### src/rtl/spi_slave_rx_mode3_if.sv
// Pin and parallel-output bundle for the mode-3 SPI receiver.
// The slave modport is the receiver's view; master is the pin driver / consumer view.
interface spi_slave_rx_mode3_if #(
    parameter int unsigned DATA_WIDTH = 8
);
    logic                  In_spi_cs_n;
    logic                  In_spi_sclk;
    logic                  In_spi_mosi;
    logic [DATA_WIDTH-1:0] Out_rx_data;
    logic                  Out_rx_valid;
    logic                  Out_rx_busy;
    logic                  Out_frame_err;
    logic [7:0]            Out_rx_cnt;

    modport slave (
        input  In_spi_cs_n,
        input  In_spi_sclk,
        input  In_spi_mosi,
        output Out_rx_data,
        output Out_rx_valid,
        output Out_rx_busy,
        output Out_frame_err,
        output Out_rx_cnt
    );

    modport master (
        output In_spi_cs_n,
        output In_spi_sclk,
        output In_spi_mosi,
        input  Out_rx_data,
        input  Out_rx_valid,
        input  Out_rx_busy,
        input  Out_frame_err,
        input  Out_rx_cnt
    );
endinterface

### src/rtl/spi_slave_rx_mode3.sv
// SPI mode-3 (CPOL=1, CPHA=1) receiver oversampled by In_clk: MSB-first words,
// one-cycle valid strobe, abort detection and a saturating per-frame word count.
module spi_slave_rx_mode3 #(
    parameter int unsigned DATA_WIDTH  = 8,
    parameter int unsigned SYNC_STAGES = 2
) (
    input  logic                     In_clk,
    input  logic                     In_rst,
    spi_slave_rx_mode3_if.slave      bus_io
);
    localparam int unsigned CntW = (DATA_WIDTH > 1) ? $clog2(DATA_WIDTH) : 1;

    localparam logic [0:0] StIdle   = 1'b0;
    localparam logic [0:0] StActive = 1'b1;

    logic [SYNC_STAGES-1:0] cs_sync_q, cs_sync_d;
    logic [SYNC_STAGES-1:0] sclk_sync_q, sclk_sync_d;
    logic [SYNC_STAGES-1:0] mosi_sync_q, mosi_sync_d;
    logic                   cs_prev_q, sclk_prev_q;

    logic [0:0]            state_q, state_d;
    logic [CntW-1:0]       bit_cnt_q, bit_cnt_d;
    logic [DATA_WIDTH-1:0] shift_q, shift_d;
    logic [DATA_WIDTH-1:0] rx_data_q, rx_data_d;
    logic                  rx_valid_q, rx_valid_d;
    logic                  rx_busy_q, rx_busy_d;
    logic                  frame_err_q, frame_err_d;
    logic [7:0]            rx_cnt_q, rx_cnt_d;

    logic cs_s, sclk_s, mosi_s;
    logic sclk_rise, cs_fall, cs_rise;
    logic [DATA_WIDTH-1:0] shift_next;

    // New samples enter at bit 0; the oldest stage is the synchronised value.
    always_comb begin
        cs_sync_d   = {cs_sync_q[SYNC_STAGES-2:0], bus_io.In_spi_cs_n};
        sclk_sync_d = {sclk_sync_q[SYNC_STAGES-2:0], bus_io.In_spi_sclk};
        mosi_sync_d = {mosi_sync_q[SYNC_STAGES-2:0], bus_io.In_spi_mosi};
    end

    assign cs_s   = cs_sync_q[SYNC_STAGES-1];
    assign sclk_s = sclk_sync_q[SYNC_STAGES-1];
    assign mosi_s = mosi_sync_q[SYNC_STAGES-1];

    assign sclk_rise  = sclk_s & ~sclk_prev_q & ~cs_s;
    assign cs_fall    = ~cs_s & cs_prev_q;
    assign cs_rise    = cs_s & ~cs_prev_q;
    assign shift_next = {shift_q[DATA_WIDTH-2:0], mosi_s};

    always_comb begin
        state_d     = state_q;
        bit_cnt_d   = bit_cnt_q;
        shift_d     = shift_q;
        rx_data_d   = rx_data_q;
        rx_valid_d  = 1'b0;
        rx_busy_d   = rx_busy_q;
        frame_err_d = 1'b0;
        rx_cnt_d    = rx_cnt_q;

        if (cs_fall) begin
            // A new frame always starts clean, even if a word was somehow in flight.
            state_d   = StActive;
            rx_busy_d = 1'b1;
            bit_cnt_d = '0;
            shift_d   = '0;
            rx_cnt_d  = 8'd0;
        end else if (cs_rise) begin
            state_d     = StIdle;
            rx_busy_d   = 1'b0;
            frame_err_d = (state_q == StActive) && (bit_cnt_q != '0);
            bit_cnt_d   = '0;
            shift_d     = '0;
        end else if (sclk_rise) begin
            if (bit_cnt_q == CntW'(DATA_WIDTH - 1)) begin
                shift_d    = shift_next;
                rx_data_d  = shift_next;
                rx_valid_d = 1'b1;
                bit_cnt_d  = '0;
                if (rx_cnt_q != 8'hFF) begin
                    rx_cnt_d = rx_cnt_q + 8'd1;
                end
            end else begin
                shift_d   = shift_next;
                bit_cnt_d = bit_cnt_q + CntW'(1);
            end
        end
    end

    always_ff @(posedge In_clk) begin
        if (In_rst) begin
            cs_sync_q   <= '1;
            sclk_sync_q <= '1;
            mosi_sync_q <= '0;
            cs_prev_q   <= 1'b1;
            sclk_prev_q <= 1'b1;
            state_q     <= StIdle;
            bit_cnt_q   <= '0;
            shift_q     <= '0;
            rx_data_q   <= '0;
            rx_valid_q  <= 1'b0;
            rx_busy_q   <= 1'b0;
            frame_err_q <= 1'b0;
            rx_cnt_q    <= 8'd0;
        end else begin
            cs_sync_q   <= cs_sync_d;
            sclk_sync_q <= sclk_sync_d;
            mosi_sync_q <= mosi_sync_d;
            cs_prev_q   <= cs_s;
            sclk_prev_q <= sclk_s;
            state_q     <= state_d;
            bit_cnt_q   <= bit_cnt_d;
            shift_q     <= shift_d;
            rx_data_q   <= rx_data_d;
            rx_valid_q  <= rx_valid_d;
            rx_busy_q   <= rx_busy_d;
            frame_err_q <= frame_err_d;
            rx_cnt_q    <= rx_cnt_d;
        end
    end

    assign bus_io.Out_rx_data   = rx_data_q;
    assign bus_io.Out_rx_valid  = rx_valid_q;
    assign bus_io.Out_rx_busy   = rx_busy_q;
    assign bus_io.Out_frame_err = frame_err_q;
    assign bus_io.Out_rx_cnt    = rx_cnt_q;

endmodule

### src/flat_wrapper.sv
// flat-port wrapper written by rule: the top's interface ports become plain ports
module spi_slave_rx_mode3_flat 
#(
    parameter int unsigned DATA_WIDTH  = 8,
    parameter int unsigned SYNC_STAGES = 2
)
  (In_clk, In_rst, bus_io_In_spi_cs_n, bus_io_In_spi_sclk, bus_io_In_spi_mosi, bus_io_Out_rx_data, bus_io_Out_rx_valid, bus_io_Out_rx_busy, bus_io_Out_frame_err, bus_io_Out_rx_cnt);
  spi_slave_rx_mode3_if #(.DATA_WIDTH(DATA_WIDTH)) bus_io_i ();
  input  logic In_clk;
  input  logic In_rst;
  input wire logic [$bits(bus_io_i.In_spi_cs_n)-1:0] bus_io_In_spi_cs_n;
  input wire logic [$bits(bus_io_i.In_spi_sclk)-1:0] bus_io_In_spi_sclk;
  input wire logic [$bits(bus_io_i.In_spi_mosi)-1:0] bus_io_In_spi_mosi;
  output wire logic [$bits(bus_io_i.Out_rx_data)-1:0] bus_io_Out_rx_data;
  output wire logic [$bits(bus_io_i.Out_rx_valid)-1:0] bus_io_Out_rx_valid;
  output wire logic [$bits(bus_io_i.Out_rx_busy)-1:0] bus_io_Out_rx_busy;
  output wire logic [$bits(bus_io_i.Out_frame_err)-1:0] bus_io_Out_frame_err;
  output wire logic [$bits(bus_io_i.Out_rx_cnt)-1:0] bus_io_Out_rx_cnt;
  assign bus_io_i.In_spi_cs_n = bus_io_In_spi_cs_n;
  assign bus_io_i.In_spi_sclk = bus_io_In_spi_sclk;
  assign bus_io_i.In_spi_mosi = bus_io_In_spi_mosi;
  assign bus_io_Out_rx_data = bus_io_i.Out_rx_data;
  assign bus_io_Out_rx_valid = bus_io_i.Out_rx_valid;
  assign bus_io_Out_rx_busy = bus_io_i.Out_rx_busy;
  assign bus_io_Out_frame_err = bus_io_i.Out_frame_err;
  assign bus_io_Out_rx_cnt = bus_io_i.Out_rx_cnt;
  spi_slave_rx_mode3 #(.DATA_WIDTH(DATA_WIDTH), .SYNC_STAGES(SYNC_STAGES)) u_core (.In_clk(In_clk), .In_rst(In_rst), .bus_io(bus_io_i));
endmodule
### config.mk
export PLATFORM = sky130hd
export DESIGN_NAME = spi_slave_rx_mode3_flat
export DESIGN_NICKNAME = d
export VERILOG_FILES = /design/src/rtl/spi_slave_rx_mode3_if.sv /design/src/rtl/spi_slave_rx_mode3.sv /design/src/flat_wrapper.sv
export SDC_FILE = /design/constraint.sdc
export NUM_CORES = 1
export LEC_CHECK = 0
export ABC_AREA = 0
export CAP_MARGIN = 20
export CORE_MARGIN = 2
export CORE_UTILIZATION = 39
export DETAILED_ROUTE_END_ITERATION = 8
export GPL_ROUTABILITY_DRIVEN = 0
export SLEW_MARGIN = 20
export SYNTH_ARGS = -nofsm -noshare
export SYNTH_HDL_FRONTEND = slang
export SYNTH_SLANG_ARGS = --single-unit
export TNS_END_PERCENT = 100
### constraint.sdc
create_clock -name In_clk -period 2.7 [get_ports In_clk]
set_clock_uncertainty 0.15 [all_clocks]
set_input_delay 0.54 -clock In_clk [delete_from_list [all_inputs] [get_ports In_clk]]
set_output_delay 0.54 -clock In_clk [all_outputs]
set_load 0.005 [all_outputs]
Yosys cells after proc, flatten, opt, wreduce, memory -nomap -nowiden
Cells that the tools add are included.
{"block": "classes", "shift": 0, "magnitude_cmp": 0, "n_addsub": 2, "n_div": 0, "eq_ne": 2, "n_bitwise": 10, "multipliers": 0, "n_reduce_logical": 9, "muxes": 4}
{"operator": "$add 8x1->8 const B", "count": 1}
{"operator": "$ne 8x8->1 const B", "count": 1}
{"operator": "$reduce_and 4->1", "count": 2}
{"operator": "$not 1->1", "count": 6}
{"operator": "$reduce_or 3->1", "count": 2}
{"operator": "$and 1x1->1", "count": 4}
{"operator": "$reduce_or 4->1", "count": 1}
{"operator": "$add 3x1->3 const B", "count": 1}
{"operator": "$eq 3x3->1 const B", "count": 1}
{"operator": "$mux 1", "count": 3}
{"operator": "$mux 3", "count": 1}
{"operator": "$reduce_bool 3->1", "count": 1}
{"operator": "$reduce_bool 2->1", "count": 1}
{"operator": "$reduce_or 2->1", "count": 1}
{"operator": "$logic_and 1x1->1", "count": 1}
{"block": "word_totals", "memories": 0, "latchBits": 0, "rom_bits": 0, "in_bits": 5, "ramBits": 0, "register_bits": 37}

Logic depth before layout (Yosys ltp)
Gate-level depths: netlist of the first run.
{"block": "logic_depth", "depth_word": 5, "depth_mapped": 6, "ltp_nobuf": 6}

Least setup slack after synthesis of the first run
OpenSTA, ideal clock, no wires.
{"block": "synth_timing", "path_type": "register to register", "start": "register u_core.bit_cnt_q[0]", "end": "register u_core.rx_cnt_q[7] (netlist: u_core.bus_io.Out_rx_cnt[7])", "path_buffers": 0, "stages_incl_launch_ff": 7, "setup_time_ps": 123, "period_less_slack_ps": 1918, "arrival_time_ps": 1645, "setup_slack_ps": 782, "path_cell_list": "dfxtp_1 ha_1 ha_1 nand4bb_2 a211oi_4 nand3_1 mux2_1"}
{"block": "synth_via", "elab_chain_cells": 2}
{"item": "start, declared", "line": "spi_slave_rx_mode3.sv:22", "rtl": "logic [CntW-1:0] bit_cnt_q, bit_cnt_d;"}
{"item": "start signal, assigned", "line": "spi_slave_rx_mode3.sv:111", "rtl": "bit_cnt_q <= bit_cnt_d;"}
{"item": "$eq 3x3->1", "line": "spi_slave_rx_mode3.sv:74", "rtl": "if (bit_cnt_q == CntW'(DATA_WIDTH - 1)) begin"}
{"item": "$reduce_and 4->1 (no line)"}
{"item": "end signal, assigned", "line": "spi_slave_rx_mode3.sv:117", "rtl": "rx_cnt_q <= rx_cnt_d;"}
{"item": "end, declared", "line": "spi_slave_rx_mode3.sv:28", "rtl": "logic [7:0] rx_cnt_q, rx_cnt_d;"}
Every way passes these cells.
A chain may end at the register's enable or synchronous reset.

Worst setup path after layout of the first run
Ends and elaborated chain as after synthesis.

==> impl_metrics.yaml, run 1 <==
outcome:
  status: "finished clean"
timing:
  clock.fmax_mhz: 472
  rsz0062_at_grt: "false"
  whs_ps: 263
  setup_ws_ps: 584
  relSlewSlack_pct: 74.4
  period_share_pct: 78.4
  setup_viol: 0
  final_hold_viol_count: 0
  period_minus_slack_ps: 2120
  fin_setup_tns_ps: 0
  drv_slew: 0
  worstMarginPinSlew_ps: 383
drt:
  route.detailed.drc: 0
  wire_per_inst_um: 12.0
  via_count: 1121
  drtIter0Drc: 78
  via_per_inst: 4.90
  drtPass1Iterations: 4
  drtAntennaViolNets: 0
  wirelength_um: 2740
setup_path:
  start_kind: "register"
  required_ps: 2720
  end_kind: "register"
  r2r_end: "u_core.bus_io.Out_rx_cnt[7]$_SDFFE_PP0P_"
  crit_type: "register to register"
  reg2reg_slack_ps: 580
  reg2reg_depth: 6
  r2r-start: "u_core.bit_cnt_q[0]$_SDFFE_PP0N_"
  cp_data_arrival_time_ps: 2140
  path_max_fanout: 5
place:
  dp_hpwl_um: 1960
  place_ws_ps: 629
  port_buffers: 23
  placed_cells: 221
clock_tree:
  cts_setup_buffers: 0
  numClockSinks: 37
  cts_inserted_buffers: 5
  cts.path.max_buffers: 2
  ctsResizeCount: 0
  cts_htree_levels: 2
  path_clk_slew_ps: 80
  hold_buffers: 0
  cts_root_buf: "clkbuf_8"
  clkLatencyLatePin_ps: 290
  tritoncts: "done"
die:
  rows: 22
  dieArea_mm2: 0.00435
  start_util_pct: 40.6
  core_mm2: 0.00369
  die_h_um: 66.0
  ioPinCount: 24
  dieWidth_um: 66.0
finish:
  syn_to_final_growth_pct: 27.3
  fin_nets: 191
  drive_gt1_share_pct: 14.4
  final_cells: 229
  final_util_pct: 51.7
  insertedDiodeCount: 0
flow_run:
  cap_violations: 0
worst_hold_path:
  hold_class: "register to register"
  min_to: "u_core.cs_sync_q[1]$_SDFF_PP1_"
  holdCritStartpoint: "u_core.cs_sync_q[0]$_SDFF_PP1_"
  whs_path_depth: 1
global_routing:
  grt_pass1_wl_um: 4590
  grt_overflow: 0
  grt_start_max_net_pins: 19
  grt_usage_pct: 14.1
  grt_pass1_vias: 1002
  antenna_found_initial: 0
synth:
  ys_seq_elements: 37
  yosysTopAreaCell: "dfxtp_1"
  synth_top_area_share_pct: 49.5
  synth_warnings: 0
  ys.flop_type: "dfxtp_1"
  synth-async-reset-ratio_pct: 0
  synth_area_leaders: "dfxtp_1 49%, mux2i_1 6.7%, ha_1 5.0%"
  yosysUniqueCellTypes: 29
  synth-edff-count: 0
  syn_inst: 153
  syn_area_mm2: 0.00150
  synth.yosys.seq_area_share_pct: 49.5
  avgSynthCellArea_um2: 9.79
  synth_nets: 164
pwr:
  vdd_drop_max_v: 0.000388
  powerDensity_mw_per_mm2: 564
  p_leak_nw: 0.734
-- layout make-up --
cell class	count	area, um2
Clock buffer	6	82.6
Multi-Input combinational cell	104	711
Tap cell	48	60.1
Sequential cell	37	741
Timing Repair Buffer	26	253
Fill cell	369	1780
Inverter	6	22.5
Clock inverter	2	37.5
-- report_power, final --
group / switching [mW] / internal (mW)
Clock: 0.192 / 0.300
Sequential: 0.00314 / 0.551
Combinational: 0.0154 / 0.0142
-- metal layers --
metal,part of all wire [%],wire (um),vias to the layer above,GRT usage (%)
met4,1.6,44,0,7.65
met1,47,1290,504,18.2
met5,0,0,-,0
li1,-,-,573,-
met3,5.9,162,6,4.09
met2,46,1250,38,21.2
-- critical path, stage by stage, from the launching register on --
cell	delay, ps
dfxtp_1	380
ha_1	160
ha_1	220
nand4bb_2	220
a211oi_4	380
nand3_1	160
mux2_1	320
-- cell usage after synthesis, drive strengths merged (3+ instances only) --
cell type / instances
nand2: 19
clkbuf: 5
nand3: 6
xnor2: 4
dfxtp: 37
nor2b: 3
a2111oi: 3
inv: 6
a21oi: 11
or2: 7
ha: 6
nor2: 19
mux2i: 10
-- per-stage QoR --
stage	instance area, um2	power, mW
floorplan	1500	0.585
global placement	1790	0.596
detailed placement	1790	0.597
CTS	1910	1.09
global route	1910	1.12
finish	1910	1.08
-- state kept, by name, indices dropped and copies added (netlist names) --
signal,count
u_core.bus_io.Out_rx_cnt,8
u_core.bus_io.Out_rx_data,8
u_core.shift_q,7
u_core.bit_cnt_q,3
u_core.cs_sync_q,2
u_core.mosi_sync_q,2
u_core.sclk_sync_q,2
u_core.bus_io.Out_frame_err,1
u_core.bus_io.Out_rx_valid,1
u_core.cs_prev_q,1
u_core.sclk_prev_q,1
u_core.state_q,1
-- worst max path at each step --
stage,startpoint,to,cells after the start
after floorplan,u_core.bit_cnt_q[0]$_SDFFE_PP0N_,u_core.bus_io.Out_rx_cnt[7]$_SDFFE_PP0P_,6
after global placement,u_core.bit_cnt_q[0]$_SDFFE_PP0N_,u_core.bus_io.Out_rx_cnt[7]$_SDFFE_PP0P_,6
after detailed placement,u_core.bit_cnt_q[0]$_SDFFE_PP0N_,u_core.bus_io.Out_rx_cnt[7]$_SDFFE_PP0P_,6
after CTS,u_core.bit_cnt_q[0]$_SDFFE_PP0N_,u_core.bus_io.Out_rx_cnt[7]$_SDFFE_PP0P_,6
after global routing,u_core.bit_cnt_q[0]$_SDFFE_PP0N_,u_core.bus_io.Out_rx_cnt[7]$_SDFFE_PP0P_,6
final,u_core.bit_cnt_q[0]$_SDFFE_PP0N_,u_core.bus_io.Out_rx_cnt[7]$_SDFFE_PP0P_,6
-- placed cells by master, fill, tap and decap left out, drive strengths merged --
master,synthesis,layout
a211oi,2,2
nor2,19,19
or3b,1,1
and3,1,1
and4,2,2
or2,7,7
clkbuf,5,6
ha,6,6
mux2i,10,10
clkinvlp,0,1
nor3b,1,1
nand2,19,19
buf,1,3
nand3,6,6
a31o,1,1
nand4bb,1,1
or3,1,1
bufinv,0,1
dfxtp,37,37
a21oi,11,11
a2111oi,3,3
nor2b,3,3
xnor2,4,4
clkdlybuf4s50,0,23
nor3,2,2
inv,6,6
o41ai,1,1
nand4b,1,1
mux2,1,1
or4,1,1
-- logic make-up after synthesis --
kind of cell,synth area share (%)
xor+xnor,2.34
fa+ha+maj,5.01
flops,49.5
simple gates,22.1
mux,7.44
buf+inv,3.09
compound gates,10.5
(Power assumes the default switching activity.)
==> run 2: changes to the inputs <==
==> constraint.sdc (replaced) <==
create_clock -name In_clk -period 2.1 [get_ports In_clk]
set_clock_uncertainty 0.15 [all_clocks]
set_input_delay 0.42 -clock In_clk [delete_from_list [all_inputs] [get_ports In_clk]]
set_output_delay 0.42 -clock In_clk [all_outputs]
set_load 0.005 [all_outputs]
==> impl_metrics.yaml, run 2 (synthesis results as in run 1) <==
outcome:
  status: "finished clean"
clock_tree:
  tritoncts: "done"
  numClockSinks: 37
  hold_buffers: 0
  clkLatencyLatePin_ps: 280
  path_clk_slew_ps: 70
  cts.path.max_buffers: 2
  cts_root_buf: "clkbuf_8"
  ctsResizeCount: 0
  cts_htree_levels: 2
  cts_inserted_buffers: 5
  cts_setup_buffers: 0
timing:
  setup_ws_ps: 113
  worstMarginPinSlew_ps: 360
  clock.fmax_mhz: 503
  period_share_pct: 94.6
  rsz0062_at_grt: "false"
  setup_viol: 0
  drv_slew: 0
  relSlewSlack_pct: 76.0
  period_minus_slack_ps: 1990
  final_hold_viol_count: 0
  fin_setup_tns_ps: 0
pwr:
  p_switching_uw: 267
  powerDensity_mw_per_mm2: 720
  vdd_drop_max_v: 0.000423
  p_leak_nw: 0.739
  internal_power_mw: 1.11
  clock_power_share_pct: 45.6
  power_mw: 1.38
  p_seq_share_pct: 51.6
  combPwrFrac_pct: 2.8
  switching_share_pct: 19.4
worst_hold_path:
  hold_class: "register to register"
  whs_path_depth: 1
  holdCritStartpoint: "u_core.cs_sync_q[0]$_SDFF_PP1_"
setup_path:
  cp_data_arrival_time_ps: 2010
  path_max_fanout: 4
  start_kind: "register"
  required_ps: 2120
  critPathBufInv: 0
  crit_top_cell: "ha_1"
  critPathMaxStageDelay_ps: 380
  r2r-start: "u_core.bit_cnt_q[0]$_SDFFE_PP0N_"
  crit_family: "adder cells"
  reg2reg_depth: 6
  crit_slowest_cell: "dfxtp_1"
  end_kind: "register"
  crit_start: "u_core.bit_cnt_q[0]$_SDFFE_PP0N_"
  worstSetupPathDepth: 6
  crit_type: "register to register"
  crit_chain: "ha_1, ha_1, nand4bb_2, a211oi_4, nand3_1, mux2_1"
die:
  ioPinCount: 24
  core_mm2: 0.00369
  start_util_pct: 40.6
  dieArea_mm2: 0.00435
  rows: 22
  dieWidth_um: 66.0
  die_h_um: 66.0
finish:
  insertedDiodeCount: 0
  syn_to_final_growth_pct: 27.8
  final_common_cell: "dfxtp_1"
  drive_gt1_share_pct: 14.8
  mostFrequentLayoutCells: "37 x dfxtp_1, 23 x clkdlybuf4s50_1, 19 x nor2_1, 19 x nand2_1, 11 x a21oi_1"
  fin_nets: 192
global_routing:
  grt_overflow: 0
  antenna_found_initial: 0
  grt_pass1_vias: 1015
  grt_pass1_wl_um: 4550
  grt_start_max_net_pins: 19
  grt_usage_pct: 14.0
place:
  place_ws_ps: 138
  port_buffers: 23
  dp_hpwl_um: 1930
drt:
  route.detailed.drc: 0
  drtPass1Iterations: 4
  via_count: 1121
  drtIter0Drc: 33
  wirelength_um: 2770
  via_per_inst: 4.87
  wire_per_inst_um: 12.0
  drtAntennaViolNets: 0
flow_run:
  cap_violations: 0
[run 2: changes by cell type in the layout (fill, tap and decap cells not counted)]
| cell | delta |
|---|---|
| buf_4 | +1 |
[run 2: power by group through the flow]
stage / Combinational (mW) / Clock [mW] / Sequential [mW]
after global routing: 0.0428 / 0.675 / 0.712
final: 0.0383 / 0.629 / 0.712
after floorplan: 0.0247 / 0 / 0.727
after CTS: 0.0388 / 0.649 / 0.712
after detailed placement: 0.0386 / 0 / 0.728
after global placement: 0.0376 / 0 / 0.728
[run 2: final timing paths]
check / slack, ps / to
worst max register to register: 110 / u_core.bus_io.Out_rx_cnt[7]$_SDFFE_PP0P_
worst max-delay path: 110 / u_core.bus_io.Out_rx_cnt[7]$_SDFFE_PP0P_
worst min-delay path: 260 / u_core.cs_sync_q[1]$_SDFF_PP1_
worst min register to register: 260 / u_core.cs_sync_q[1]$_SDFF_PP1_
[run 2: layer usage]
| metal | track usage, % | share of wire [%] | vias to the layer above |
|---|---|---|---|
| met4 | 6.12 | 0.61 | 0 |
| met5 | 0 | 0 | - |
| met3 | 4.60 | 5.0 | 2 |
| met2 | 21.3 | 46 | 28 |
| met1 | 18.0 | 48 | 518 |
| li1 | - | - | 573 |
[run 2: final cells by class]
| class | count | area (um2) |
|---|---|---|
| Clock inverter | 2 | 37.5 |
| Sequential cell | 37 | 741 |
| Multi-Input combinational cell | 104 | 711 |
| Fill cell | 346 | 1770 |
| Tap cell | 48 | 60.1 |
| Timing Repair Buffer | 27 | 260 |
| Clock buffer | 6 | 82.6 |
| Inverter | 6 | 22.5 |
[run 2: worst reg2reg max path, delay by kind of cell (launching register included)]
kind,cells,cell delay [ps]
compound gates,1,300
simple gates,2,340
fa+ha+maj,2,400
flops,1,380
mux,1,310
[run 2: metrics by stage]
| step | hold slack [ps] | utilization (%) | std cells | area (um2) |
|---|---|---|---|---|
| floorplan | 239 | - | 153 | 1500 |
| global placement | 242 | 48.6 | 222 | 1790 |
| detailed placement | 246 | 48.6 | 222 | 1790 |
| CTS | 263 | 51.9 | 230 | 1910 |
| global route | 278 | 51.9 | 230 | 1910 |
| finish | 265 | 51.9 | 230 | 1910 |
